[src/rtl/comparator_4bit.sv]
// rtl/comparator_4bit.sv - registered magnitude comparator with absolute difference
//
// Purpose:
//   Accepts an operand pair (a, b) on any rising clk edge where in_valid is
//   high and, one cycle later, presents exactly one of equal / a_greater /
//   b_greater together with |a - b| and a one-cycle out_valid strobe.
//   Flags and diff hold their last values while in_valid is low.
//
// Configuration:
//   COMPARATOR_SIGNED_EN - when defined, a and b are two's-complement values
//                          for both the flags and diff. When undefined
//                          (default), the compare is unsigned.
//
// Parameters:
//   WIDTH     - operand width in bits, 1..32 (default 4)
//
// Ports:
//   clk       in   1      system clock, rising edge
//   rst_n     in   1      synchronous active-low reset, wins over in_valid
//   in_valid  in   1      operand pair accepted this edge when high
//   a         in   WIDTH  operand A
//   b         in   WIDTH  operand B
//   equal     out  1      registered, accepted A == B
//   a_greater out  1      registered, accepted A >  B
//   b_greater out  1      registered, accepted A <  B
//   diff      out  WIDTH  registered |A - B|
//   out_valid out  1      one-cycle strobe per accepted pair

module comparator_4bit #(
    parameter int WIDTH = 4
) (
    input  logic             clk,
    input  logic             rst_n,
    input  logic             in_valid,
    input  logic [WIDTH-1:0] a,
    input  logic [WIDTH-1:0] b,
    output logic             equal,
    output logic             a_greater,
    output logic             b_greater,
    output logic [WIDTH-1:0] diff,
    output logic             out_valid
);

    // Operands widened by one bit so both subtractions are exact in either
    // mode: zero-extension for unsigned, sign-extension for signed.
    logic signed [WIDTH:0] w_a_ext;
    logic signed [WIDTH:0] w_b_ext;
    logic signed [WIDTH:0] w_d_ab;
    logic signed [WIDTH:0] w_d_ba;
    logic                  w_eq;
    logic                  w_a_gt;
    logic                  w_b_gt;
    logic [WIDTH-1:0]      w_diff;

`ifdef COMPARATOR_SIGNED_EN
    assign w_a_ext = {a[WIDTH-1], a};
    assign w_b_ext = {b[WIDTH-1], b};
`else
    assign w_a_ext = {1'b0, a};
    assign w_b_ext = {1'b0, b};
`endif

    // With correct extension a single signed compare of the widened values
    // serves both modes.
    assign w_eq   = (w_a_ext == w_b_ext);
    assign w_a_gt = (w_a_ext >  w_b_ext);
    assign w_b_gt = (w_a_ext <  w_b_ext);

    assign w_d_ab = w_a_ext - w_b_ext;
    assign w_d_ba = w_b_ext - w_a_ext;

    // The magnitude never exceeds 2^WIDTH-1, so dropping the top bit is lossless.
    always_comb begin
        w_diff = '0;
        if (w_b_gt) begin
            w_diff = w_d_ba[WIDTH-1:0];
        end else begin
            w_diff = w_d_ab[WIDTH-1:0];
        end
    end

    logic             r_equal;
    logic             r_a_greater;
    logic             r_b_greater;
    logic [WIDTH-1:0] r_diff;
    logic             r_out_valid;

    always_ff @(posedge clk) begin
        if (!rst_n) begin
            r_equal     <= 1'b0;
            r_a_greater <= 1'b0;
            r_b_greater <= 1'b0;
            r_diff      <= '0;
            r_out_valid <= 1'b0;
        end else if (in_valid) begin
            r_equal     <= w_eq;
            r_a_greater <= w_a_gt;
            r_b_greater <= w_b_gt;
            r_diff      <= w_diff;
            r_out_valid <= 1'b1;
        end else begin
            // Result registers hold; only the strobe drops.
            r_out_valid <= 1'b0;
        end
    end

    assign equal     = r_equal;
    assign a_greater = r_a_greater;
    assign b_greater = r_b_greater;
    assign diff      = r_diff;
    assign out_valid = r_out_valid;

endmodule

[config.mk]
export PLATFORM = sky130hd
export DESIGN_NAME = comparator_4bit
export DESIGN_NICKNAME = d
export VERILOG_FILES = /design/src/rtl/comparator_4bit.sv
export SDC_FILE = /design/constraint.sdc
export NUM_CORES = 1
export LEC_CHECK = 0
export BUFFER_PORTS_ARGS = -buffer_cell sky130_fd_sc_hd__buf_4
export CORE_AREA = 4 4 41 43
export CTS_CLUSTER_DIAMETER = 100
export DETAILED_ROUTE_END_ITERATION = 10
export DIE_AREA = 0 0 45 47
export GPL_TIMING_DRIVEN = 0
export PLACE_DENSITY = 0.67
export SETUP_SLACK_MARGIN = 0.4
export SLEW_MARGIN = 20
export SYNTH_ARGS = -nofsm -noshare
export SYNTH_HDL_FRONTEND = slang
export SYNTH_SLANG_ARGS = --single-unit
[constraint.sdc]
create_clock -name clk -period 2.35 [get_ports clk]
set_input_delay 0.47 -clock clk [delete_from_list [all_inputs] [get_ports clk]]
set_output_delay 0.47 -clock clk [all_outputs]
set_load 0.02 [all_outputs]
After elaboration in Yosys (flattened, before gate mapping)
Index checks and enable logic that the tools add are counted.
{ "classes": {"add_sub_neg": 2, "magnitude_cmp": 2, "n_eq_ne": 1, "mux": 2} }
{ "op_table": {"columns": ["operator", "count"], "rows": [
  ["4-bit subtractor", 2],
  ["4-bit equality test", 1],
  ["4-bit greater-than comparator", 1],
  ["4-bit less-than comparator", 1],
  ["4-bit two-way mux", 1],
  ["1-bit two-way mux", 1]
]} }
{ "word_totals": {"register_bits": 8, "input_bits": 11, "output_inout_bits": 8, "word_cells": 12} }

Longest topological paths before layout
Gate-level depths: netlist (run 1).
{ "depth": {"ltp_word": 2, "ltp_mapped": 8, "depth_no_buf": 8} }

Least setup slack after synthesis (run 1)
OpenSTA, ideal clock, no wires.
{ "synth_path": {"path_kind": "input port to flip-flop", "from": "input port b[3]", "to": "register r_diff[3] (netlist: diff[3])", "arrival_time_ps": 1721, "t_required_ps": 2214, "path_slack_ps": 494, "path_stages": 7, "n_path_buf": 0, "cell_sequence": "inv_1 > ha_1 > a21o_2 > a31oi_4 > mux2i_1 > xor2_1 > a21oi_1"} }
{ "synth_between": {"elab_chain_cells": 2} }
{ "synth_lines": {"columns": ["item", "line", "text"], "rows": [
  ["from (decl)", "36", "input logic [WIDTH-1:0] b,"],
  ["4-bit subtractor, or another cell as far along", "69", "assign w_d_ab = w_a_ext - w_b_ext;"],
  ["4-bit two-way mux *", "75", "if (w_b_gt) begin"],
  ["to (signal assigned)", "99", "r_diff <= w_diff;"],
  ["to (decl)", "85", "logic [WIDTH-1:0] r_diff;"]
]} }
Mark *: on every way between the ends. The rest lies on a longest branch, timed or not.
A chain may end at the register's enable or synchronous reset.

Final worst setup path (run 1)
{ "layout_path": {"from": "input port a[3]", "to": "register r_diff[3] (netlist: diff[3])"} }
{ "layout_between": {"elab_chain_cells": 2} }
{ "layout_lines": {"columns": ["item", "line", "text"], "rows": [
  ["from (decl)", "35", "input logic [WIDTH-1:0] a,"],
  ["4-bit subtractor, or another cell as far along", "69", null],
  ["4-bit two-way mux *", "75", null]
]} }
Marks and branches as above.

==> qor.csv, run 1 <==
stage,metric,value,unit
outcome,status,"complete, no violations",
clocking,"Clk Latency, worst-skew pair",250,ps
final_layout,Syn-to-layout area delta,31.3,%
sta,post-layout min period,1800,ps
min_path,Hold Path End,out_valid$_SDFF_PN0_,
detailed_routing,via count,447,
yosys,Gate Count Post-Synth,58,
detailed_routing,final wirelength,1.03,mm
clocking,Setup Buffers After CTS,0,
final_layout,Final Core Density,0.568,
floorplan,die width,45,um
floorplan,initial core utilization,0.433,
clocking,CTS root buffer,clkbuf_4,
final_layout,nets,101,
pwr,PD cells,517,nW/um^2
sta,slew of the pin with the lowest slew margin,459,ps
sta,RSZ-0062 raised after global routing,false,
floorplan,Core Box Area,1300,um^2
critical_path,CP bufs+invs,1,
yosys,yosys warns,0,
critical_path,reg2reg setup slack,1710,ps
detailed_routing,DR pass1 iterations,2,
clocking,H-tree levels,1,
critical_path,critical path class,in2reg,
clocking,Clock transition at path regs,50,ps
sta,worst setup skew after layout,0,ps
sta,Max-slew headroom,0.694,
critical_path,worst path cell trace,"buf_4, ha_1, a21o_2, a31oi_4, mux2i_1, xor2_1, a21oi_1",
sta,Hold Fails Final Rpt,0,
placed_design,Detail Placement HPWL,859,um
grt,GRT overflow,0,
grt,first-pass GRT wire length,1.65,mm
pwr,Leakage,0.000390,uW
critical_path,"Arr. time, crit path",1920,ps
floorplan,io pins,19,
yosys,Seq cells post-synth,8,
critical_path,Crit-path slowest cell,ha_1,
yosys,main combinational cell family by area after synthesis,adder cells,
critical_path,"CP delay by family, top",compound AO/OA/AOI/OAI gates,
final_layout,most frequent cells in the layout,"buf_4 (18), inv_1 (9), dfxtp_1 (8), ha_1 (7), mux2i_1 (5)",
min_path,hold path startpoint,rst_n,
critical_path,Max Fanout on Critical Path,5,
sta,Final Max Slew Viols,0,
grt,Global Route Usage Sum,0.107,
yosys,Synth cell types,21,
grt,vias in the first global route,395,
grt,largest net degree at the start of global routing,11,
clocking,cts hold-fix bufs,0,
pwr,maximum vdd ir drop,0.000249,V
yosys,Post-Synth Simple-Gate Area,0.0933,
final_layout,fillers,132,
detailed_routing,initial DRC count,3,
yosys,mux contribution to synthesized area,0.0889,
critical_path,CP required,2470,ps
floorplan,DIE AREA,2120,um^2
floorplan,Rows,13,
clocking,CTS buffer count,3,
yosys,Mapped Nets,78,
min_path,worst hold path class,in2reg,
clocking,# resized after CTS,0,
sta,fin crit share,0.766,
sta,WHS,481,ps
critical_path,Register-to-Register Path Depth,3,
min_path,Hold Path Stages,2,
detailed_routing,Avg Vias per Cell,4.76,
critical_path,element type at the critical path end,flip-flop,
critical_path,Worst path max stage delay,380,ps
placed_design,global placer's final weighted congestion,0.729,
clocking,TritonCTS clock tree,yes,
critical_path,Reg2Reg Launch Point,a_greater$_SDFFE_PN0P_,
yosys,Mean Syn Cell Area,9.71,um^2
job,Max-Cap Viols,0,
sta,setup TNS,0,ps
final_layout,share of cells above drive strength 1,0.329,
detailed_routing,drt drc,0,
yosys,cell area after synthesis,563,um^2
yosys,xor-xnor portion of the synthesized cell area,0.0311,
detailed_routing,Final ANT Viol Nets,0,
clocking,maximum root-to-sink buffer count,2,
final_layout,"most common cell after layout, fill and taps aside",buf_4,
yosys,Post-Synth Adder-Cell Area,0.227,
sta,Fmax,0.556,GHz
clocking,clock sink total,8,
yosys,Synth Area in Compound Gates,0.200,
placed_design,input/output buffers,18,
detailed_routing,routed length per instance,11.0,um
grt,initial antenna violation count,0,
floorplan,Die Height,47,um
sta,# setup viols final,0,
yosys,sequential fraction of the synthesis area,0.284,
final_layout,ANT cells,0,
critical_path,critical path startpoint category,primary input,
critical_path,Reg2Reg Capture Point,a_greater$_SDFFE_PN0P_,
[synth_stat cells, drive strengths merged]
| cell type | number | area [um^2] |
|---|---|---|
| xor2 | 1 | 8.76 |
| o21ai | 4 | 20.0 |
| o311ai | 1 | 8.76 |
| and4 | 1 | 10.0 |
| and2 | 1 | 6.26 |
| a32oi | 1 | 8.76 |
| a21oi | 3 | 15.0 |
| nand2 | 3 | 11.3 |
| fa | 2 | 40.0 |
| nor2b | 4 | 25.0 |
| a21o | 1 | 8.76 |
| mux2i | 5 | 50.1 |
| a31oi | 1 | 21.3 |
| ha | 7 | 87.6 |
| clkbuf | 1 | 3.75 |
| buf | 1 | 5.00 |
| o31a | 1 | 10.0 |
| inv | 9 | 33.8 |
| o211a | 2 | 20.0 |
| dfxtp | 8 | 160 |
| xnor2 | 1 | 8.76 |
[final cells by class]
type	count	area, um^2	share of cell area
well taps	15	18.8	0.0254
flip-flops and latches	8	160	0.217
clock buffers	3	22.5	0.0305
inverters	9	33.8	0.0457
multi-input cells	39	360	0.487
plain buffers	2	8.76	0.0118
repair buffers	18	135	0.183
[metal layers]
layer	GRT usage	part of all wire	vias up
li1	-	-	240
met1	0.152	0.48	193
met2	0.153	0.45	14
met3	0.0460	0.069	0
met4	0.0175	0	0
met5	0	0	-
[how the worst max path moves through the flow]
stage                                      end  slack [ps]  startpoint  cells after the start
after floorplan           diff[3]$_SDFFE_PN0P_         490        b[3]                      7
after global placement    diff[3]$_SDFFE_PN0P_         270        a[3]                      7
after detailed placement  diff[3]$_SDFFE_PN0P_         270        a[3]                      7
after CTS                 diff[3]$_SDFFE_PN0P_         550        a[3]                      7
after global routing      diff[3]$_SDFFE_PN0P_         450        a[3]                      7
final                     diff[3]$_SDFFE_PN0P_         550        a[3]                      7
[cell families after synthesis]
kind of cell               count (synthesis)
muxes                                      5
buffers and inverters                     11
adders and majority gates                  9
xor gates and xnor gates                   2
DFF                                        8
AOI/OAI and AO/OA                         14
and+or+nand+nor                            9
[metrics by stage]
stage	area [um^2]	instances	setup WS [ps]	power, uW
6_report	739	94	551	382
5_1_grt	739	94	453	417
4_1_cts	739	94	550	392
3_5_place_dp	717	91	274	285
3_3_place_gp	717	91	270	282
2_1_floorplan	563	58	494	238
[report_power, final]
group | leakage (uW) | internal, uW | switching (uW)
Sequential | 0.0000661 | 147 | 4.90
Combinational | 0.000310 | 62.7 | 64.9
Clock | 0.0000138 | 58.3 | 44.2
Total | 0.000390 | 268 | 114
[flip-flops by register name, summed over array words and instances (netlist names)]
name	flops
diff	4
out_valid	1
equal	1
b_greater	1
a_greater	1
Note: power is estimated with default switching activity, not from simulation.
==> run 2: changes to the inputs <==
- clock period: 2.35 -> 1.85 ns (I/O delays scaled with it)
==> run 2 against run 1 <==
Die area unchanged. First-iteration DRC count increased by 100%. Largest power group is now combinational logic. Sequential cell count unchanged. Total power increased by 39%. Hold slack got worse by 100 ps. Combinational power increased by 57%. Largest cell class unchanged. Critical endpoint is now a_greater$_SDFFE_PN0P_. Critical path depth increased by 2. Via count increased by 9.4%. Non-clock buffer count increased by 3. Utilization increased by 7.2 points.
==> qor.csv, run 2 (synthesis results as in run 1) <==
stage,metric,value,unit,change
min_path,hold path startpoint,rst_n,,
sta,slew of the pin with the lowest slew margin,480,ps,+21.6 ps
clocking,cts hold-fix bufs,0,,unchanged
outcome,status,"complete, no violations",,
critical_path,worst path cell trace,"buf_8, inv_8, ha_4, fa_2, inv_2, a31oi_4, buf_6, o31a_2, nor2b_1",,
detailed_routing,Avg Vias per Cell,5.04,,+6.0%
detailed_routing,via count,489,,+9.4%
critical_path,critical path class,in2reg,,
placed_design,Detail Placement HPWL,917,um,+6.8%
floorplan,initial core utilization,0.433,,unchanged
detailed_routing,routed length per instance,12.5,um,+14%
critical_path,element type at the critical path end,flip-flop,,
critical_path,Reg2Reg Capture Point,a_greater$_SDFFE_PN0P_,,
final_layout,ANT cells,0,,unchanged
floorplan,Rows,13,,unchanged
grt,largest net degree at the start of global routing,11,,unchanged
clocking,CTS root buffer,clkbuf_4,,
critical_path,Crit-path slowest cell,fa_2,,
final_layout,nets,104,,+3.0%
detailed_routing,Final ANT Viol Nets,0,,unchanged
floorplan,Die Height,47,um,unchanged
sta,post-layout min period,1500,ps,
sta,WHS,378,ps,-103 ps
sta,fin crit share,0.813,,
placed_design,global placer's final weighted congestion,0.722,,-0.86%
pwr,PD cells,638,nW/um^2,+23%
critical_path,Max Fanout on Critical Path,3,,-2
critical_path,Register-to-Register Path Depth,3,,unchanged
job,Max-Cap Viols,0,,unchanged
critical_path,"Arr. time, crit path",1700,ps,-220 ps
clocking,H-tree levels,1,,unchanged
clocking,clock sink total,8,,unchanged
critical_path,critical path startpoint category,primary input,,
final_layout,"most common cell after layout, fill and taps aside",buf_4,,
floorplan,DIE AREA,2120,um^2,unchanged
clocking,"Clk Latency, worst-skew pair",260,ps,about the same
placed_design,"Cell Area, Placed",763,um^2,+6.5%
sta,Hold Fails Final Rpt,0,,unchanged
sta,Max-slew headroom,0.680,,-0.0144
sta,RSZ-0062 raised after global routing,true,,
floorplan,die width,45,um,unchanged
min_path,Hold Path End,out_valid$_SDFF_PN0_,,
grt,GRT overflow,0,,unchanged
grt,initial antenna violation count,0,,unchanged
detailed_routing,final wirelength,1.21,mm,+18%
sta,Fmax,0.664,GHz,
min_path,worst hold path class,in2reg,,
final_layout,Largest register FFs,4,,unchanged
sta,Final Max Slew Viols,0,,unchanged
detailed_routing,initial DRC count,6,,+3
placed_design,pre-CTS setup slack,22.1,ps,-252 ps
sta,# setup viols final,0,,unchanged
grt,first-pass GRT wire length,1.93,mm,+17%
clocking,maximum root-to-sink buffer count,2,,unchanged
min_path,Hold Path Stages,2,,unchanged
pwr,Tot Pwr,531,uW,+39%
critical_path,Worst path max stage delay,360,ps,-20 ps
grt,Global Route Usage Sum,0.129,,+0.0222
floorplan,io pins,19,,unchanged
grt,vias in the first global route,456,,+15%
pwr,Leakage,0.000412,uW,+5.6%
pwr,maximum vdd ir drop,0.000316,V,+27%
final_layout,final instance area,833,um^2,+13%
sta,setup TNS,0,ps,unchanged
sta,worst setup skew after layout,0,ps,unchanged
critical_path,"CP delay by family, top",adder cells,,
clocking,TritonCTS clock tree,yes,,
detailed_routing,DR pass1 iterations,4,,+2
critical_path,Reg2Reg Launch Point,a_greater$_SDFFE_PN0P_,,
placed_design,input/output buffers,18,,unchanged
critical_path,CP required,2050,ps,-420 ps
clocking,Clock transition at path regs,50,ps,about the same
critical_path,CP bufs+invs,4,,+3
detailed_routing,drt drc,0,,unchanged
sta,setup ws final,345,ps,-206 ps
floorplan,Core Box Area,1300,um^2,unchanged
final_layout,most frequent cells in the layout,"buf_4 (17), dfxtp_1 (8), inv_1 (6), mux2i_1 (5), ha_1 (5)",,
final_layout,share of cells above drive strength 1,0.427,,+0.0977
critical_path,reg2reg setup slack,1190,ps,-520 ps
final_layout,Syn-to-layout area delta,48.0,%,
clocking,CTS buffer count,3,,unchanged
[run 2: cell count changes in the layout (fill, tap and decap cells not counted), sizes merged]
cell  previous run  this run
buf             19        22
[run 2: report_power, final]
part	switching (uW)	internal, uW
Sequential	6.57	187
Clock	62.7	74.4
Combinational	95.3	106
Total	165	367
[run 2: repair_timing]
item | 4_1_cts | 5_1_grt
gates resized for setup | 3 | 5
hold endpoints to repair | 0 | 0
setup endpoints to repair | 3 | 5
buffers inserted | 2 | 1
pin swaps | 6 | 1
[run 2: worst register-to-register path, stage by stage (launching register included)]
cell and delay [ps]:
dfxtp_1 330, nand2_1 60, o31a_2 100, nor2b_1 110
[run 2: layout make-up]
| class | count | area, um^2 |
|---|---|---|
| Timing Repair Buffer | 21 | 176 |
| Tap cell | 15 | 18.8 |
| Clock buffer | 3 | 22.5 |
| Multi-Input combinational cell | 39 | 394 |
| Sequential cell | 8 | 160 |
| Fill cell | 110 | 468 |
| Inverter | 9 | 46.3 |
| Buffer | 2 | 15.0 |
[run 2: how the worst max path moves through the flow]
| stage | from | endpoint | slack, ps | depth (start not counted) |
|---|---|---|---|---|
| 2_1_floorplan | a[0] | diff[3]$_SDFFE_PN0P_ | 250 | 8 |
| 4_1_cts | a[0] | diff[3]$_SDFFE_PN0P_ | 360 | 9 |
| 5_1_grt | a[2] | diff[3]$_SDFFE_PN0P_ | 290 | 8 |
| 6_report | a[0] | a_greater$_SDFFE_PN0P_ | 350 | 9 |
| 3_5_place_dp | a[0] | diff[3]$_SDFFE_PN0P_ | 20 | 9 |
| 3_3_place_gp | a[0] | diff[3]$_SDFFE_PN0P_ | 20 | 9 |
[run 2: per-stage QoR]
step	cells	util
6_report	97	0.640
5_1_grt	97	0.640
4_1_cts	96	0.624
3_5_place_dp	91	0.587
3_3_place_gp	91	0.587
2_1_floorplan	58	-
[run 2: per-layer routing]
layer  track usage  vias up  part of all wire
li1              -      245                 -
met1         0.157      226              0.43
met2         0.209       15              0.50
met3        0.0345        3             0.054
met4        0.0702        0             0.017
met5             0        -                 0
==> run 3: changes to the inputs <==
- ABC_AREA: unset -> 1
- CORE_AREA: 4 4 41 43 -> unset
- CORE_MARGIN: unset -> 4
- CORE_UTILIZATION: unset -> 43
- DIE_AREA: 0 0 45 47 -> unset
- PLACE_DENSITY: 0.67 -> 0.7
- clock period: 1.85 -> 1.2 ns (I/O delays scaled with it)
==> run 3 against run 2 <==
The flow now finishes with violations (negative setup slack). Sequential power increased by 59%. Sequential share of layout area decreased by 1.6 points. Register-to-register slack got worse by 890 ps. Non-clock buffer count increased by 3. Clock skew unchanged. Critical path type unchanged.
==> qor.csv, run 3 <==
stage,metric,value,unit,change
critical_path,"CP delay by family, top",adder cells,,
yosys,main combinational cell family by area after synthesis,adder cells,,
critical_path,worst path cell trace,"buf_8, inv_8, ha_4, fa_2, o21ai_4, buf_4, buf_4, a21oi_1",,
yosys,mux contribution to synthesized area,0,,-0.0889
placed_design,Placed Cells,116,,+27%
clocking,CTS buffer count,3,,unchanged
sta,setup TNS,-165,ps,-165 ps
yosys,Seq cells post-synth,8,,unchanged
floorplan,Core Box Area,1320,um^2,+1.2%
clocking,TritonCTS clock tree,yes,,
outcome,status,"complete, but fails checks",,
detailed_routing,drt drc,0,,unchanged
detailed_routing,Final ANT Viol Nets,0,,unchanged
critical_path,Max Fanout on Critical Path,7,,+4
sta,fin crit share,1.06,,
clocking,clock sink total,8,,unchanged
pwr,Tot Pwr,895,uW,+68%
pwr,PD cells,928,nW/um^2,+45%
final_layout,final instance area,965,um^2,+16%
yosys,largest area contributor in the netlist,dfxtp_1,,
sta,worst setup skew after layout,0,ps,unchanged
yosys,Yosys top cell area share,0.266,,-0.0183
floorplan,DIE AREA,2060,um^2,-2.5%
detailed_routing,Avg Vias per Cell,4.60,,-8.8%
sta,Fmax,0.787,GHz,
yosys,Synth cell types,18,,-14%
final_layout,Largest register FFs,4,,unchanged
sta,post-layout min period,1270,ps,
yosys,share of flip-flops with an asynchronous set or reset,0,,unchanged
grt,vias in the first global route,496,,+8.8%
placed_design,pre-CTS setup slack,-354,ps,-376 ps
yosys,Mapped Nets,103,,+32%
critical_path,Worst path max stage delay,400,ps,+40 ps
clocking,CTS root buffer,clkbuf_4,,
floorplan,Rows,13,,unchanged
floorplan,io pins,19,,unchanged
critical_path,element type at the critical path end,flip-flop,,
yosys,cell area after synthesis,602,um^2,+6.9%
final_layout,most frequent cells in the layout,"inv_1 (15), nand2_1 (15), buf_4 (13), buf_6 (10), dfxtp_2 (8)",,
critical_path,Most Frequent Cell on Critical Path,buf_4,,
critical_path,critical path startpoint category,primary input,,
grt,first-pass GRT wire length,2.11,mm,+9.7%
floorplan,die width,45.4,um,+0.91%
sta,# setup viols final,4,,+4
grt,Global Route Usage Sum,0.145,,+0.0152
critical_path,critical path class,in2reg,,
final_layout,ANT cells,0,,unchanged
sta,setup ws final,-70.6,ps,-416 ps
critical_path,"Arr. time, crit path",1420,ps,-280 ps
clocking,H-tree levels,1,,unchanged
floorplan,Die Height,45.4,um,-3.4%
yosys,sequential fraction of the synthesis area,0.266,,-0.0183
pwr,maximum vdd ir drop,0.000721,V,+130%
yosys,Post-synth EDFFs,0,,unchanged
pwr,Leakage,0.000498,uW,+21%
clocking,maximum root-to-sink buffer count,2,,unchanged
critical_path,Crit-path slowest cell,fa_2,,
critical_path,CP required,1350,ps,-700 ps
grt,GRT overflow,0,,unchanged
final_layout,nets,132,,+27%
sta,slew of the pin with the lowest slew margin,218,ps,-262 ps
placed_design,"Cell Area, Placed",800,um^2,+4.8%
clocking,cts hold-fix bufs,0,,unchanged
clocking,"Clk Latency, worst-skew pair",260,ps,about the same
placed_design,input/output buffers,18,,unchanged
sta,Final Max Slew Viols,0,,unchanged
yosys,Synth area leaders,"dfxtp_1 (27%), ha_1 (15%), inv_1 (12%)",,
yosys,most frequent cell after synthesis,inv_1,,
yosys,"top cells by count, synth","inv_1 (19), nand2_1 (16), dfxtp_1 (8)",,
yosys,Post-Synth Simple-Gate Area,0.187,,+0.0938
sta,Hold Fails Final Rpt,0,,unchanged
floorplan,initial core utilization,0.457,,+0.0241
sta,Max-slew headroom,0.854,,+0.174
critical_path,CP bufs+invs,4,,unchanged
outcome,failing checks,negative setup slack,,
yosys,xor-xnor portion of the synthesized cell area,0.0291,,-0.00201
detailed_routing,DR pass1 iterations,6,,+2
final_layout,Syn-to-layout area delta,60.3,%,
yosys,Mean Syn Cell Area,7.25,um^2,-25%
final_layout,fillers,113,,+2.7%
detailed_routing,routed length per instance,10.3,um,-18%
clocking,Clock transition at path regs,60,ps,about the same
yosys,Synth Area in Compound Gates,0.152,,-0.0482
yosys,yosys warns,0,,unchanged
final_layout,Post-Layout Cell Count,125,,+29%
sta,RSZ-0062 raised after global routing,true,,
grt,initial antenna violation count,0,,unchanged
final_layout,share of cells above drive strength 1,0.482,,+0.0550
placed_design,global placer's final weighted congestion,0.830,,+15%
job,Max-Cap Viols,0,,unchanged
detailed_routing,final wirelength,1.28,mm,+5.6%
min_path,worst hold path class,in2reg,,
detailed_routing,via count,575,,+18%
yosys,Post-Synth Adder-Cell Area,0.212,,-0.0146
yosys,Gate Count Post-Synth,83,,+43%
grt,largest net degree at the start of global routing,11,,unchanged
yosys,Main synth FF type,dfxtp_1,,
detailed_routing,initial DRC count,11,,+5
placed_design,Detail Placement HPWL,962,um,+4.8%
## run 3: worst register-to-register path: cells and delay by family, from the launching register on
kind / cells / cell delay (ps)
DFF: 1 / 320
buffers and inverters: 3 / 270
and+or+nand+nor: 3 / 200
## run 3: timing repair
item	in CTS	in global routing
gates resized for setup	26	4
setup buffers	3	3
pin swaps	10	6
setup endpoints to repair	14	14
## run 3: cells by family (layout without fill, tap and decap cells)
logic type	after synthesis	count (layout)
buf+inv	21	48
simple gates	28	28
fa+ha+maj	9	9
flops	8	8
xor+xnor	2	2
compound gates	15	15
## run 3: worst paths after layout
check | startpoint | endpoint | slack, ps | cells past startpoint
worst min-delay path | rst_n | out_valid$_SDFF_PN0_ | 190 | 3
worst max-delay path | a[0] | b_greater$_SDFFE_PN0P_ | -70 | 8
worst max register to register | diff[1]$_SDFFE_PN0P_ | diff[1]$_SDFFE_PN0P_ | 300 | 6
worst min register to register | equal$_SDFFE_PN0P_ | equal$_SDFFE_PN0P_ | 530 | 2
## run 3: power breakdown
| part | internal [uW] | switching [uW] |
|---|---|---|
| Sequential | 292 | 13.8 |
| Combinational | 193 | 181 |
| Clock | 115 | 99.6 |
| Total | 600 | 295 |
## run 3: final cells by class
type | instances | area, um^2 | area share
Timing Repair Buffer | 24 | 229 | 0.237
Sequential cell | 8 | 170 | 0.176
Inverter | 19 | 83.8 | 0.0869
Multi-Input combinational cell | 54 | 415 | 0.431
Clock buffer | 3 | 22.5 | 0.0233
Buffer | 2 | 25.0 | 0.0259
Tap cell | 15 | 18.8 | 0.0195
## run 3: through the flow
| step | utilization | hold slack [ps] |
|---|---|---|
| final | 0.732 | 193 |
| after global routing | 0.732 | 218 |
| after CTS | 0.708 | 193 |
| after detailed placement | 0.607 | 459 |
| after global placement | 0.607 | 458 |
| after floorplan | - | 338 |
## run 3: metal layers
layer	part of all wire	up-vias	GRT usage
li1	-	308	-
met1	0.47	250	0.197
met2	0.45	17	0.212
met3	0.078	0	0.0593
met4	0	0	0.0351
met5	0	-	0
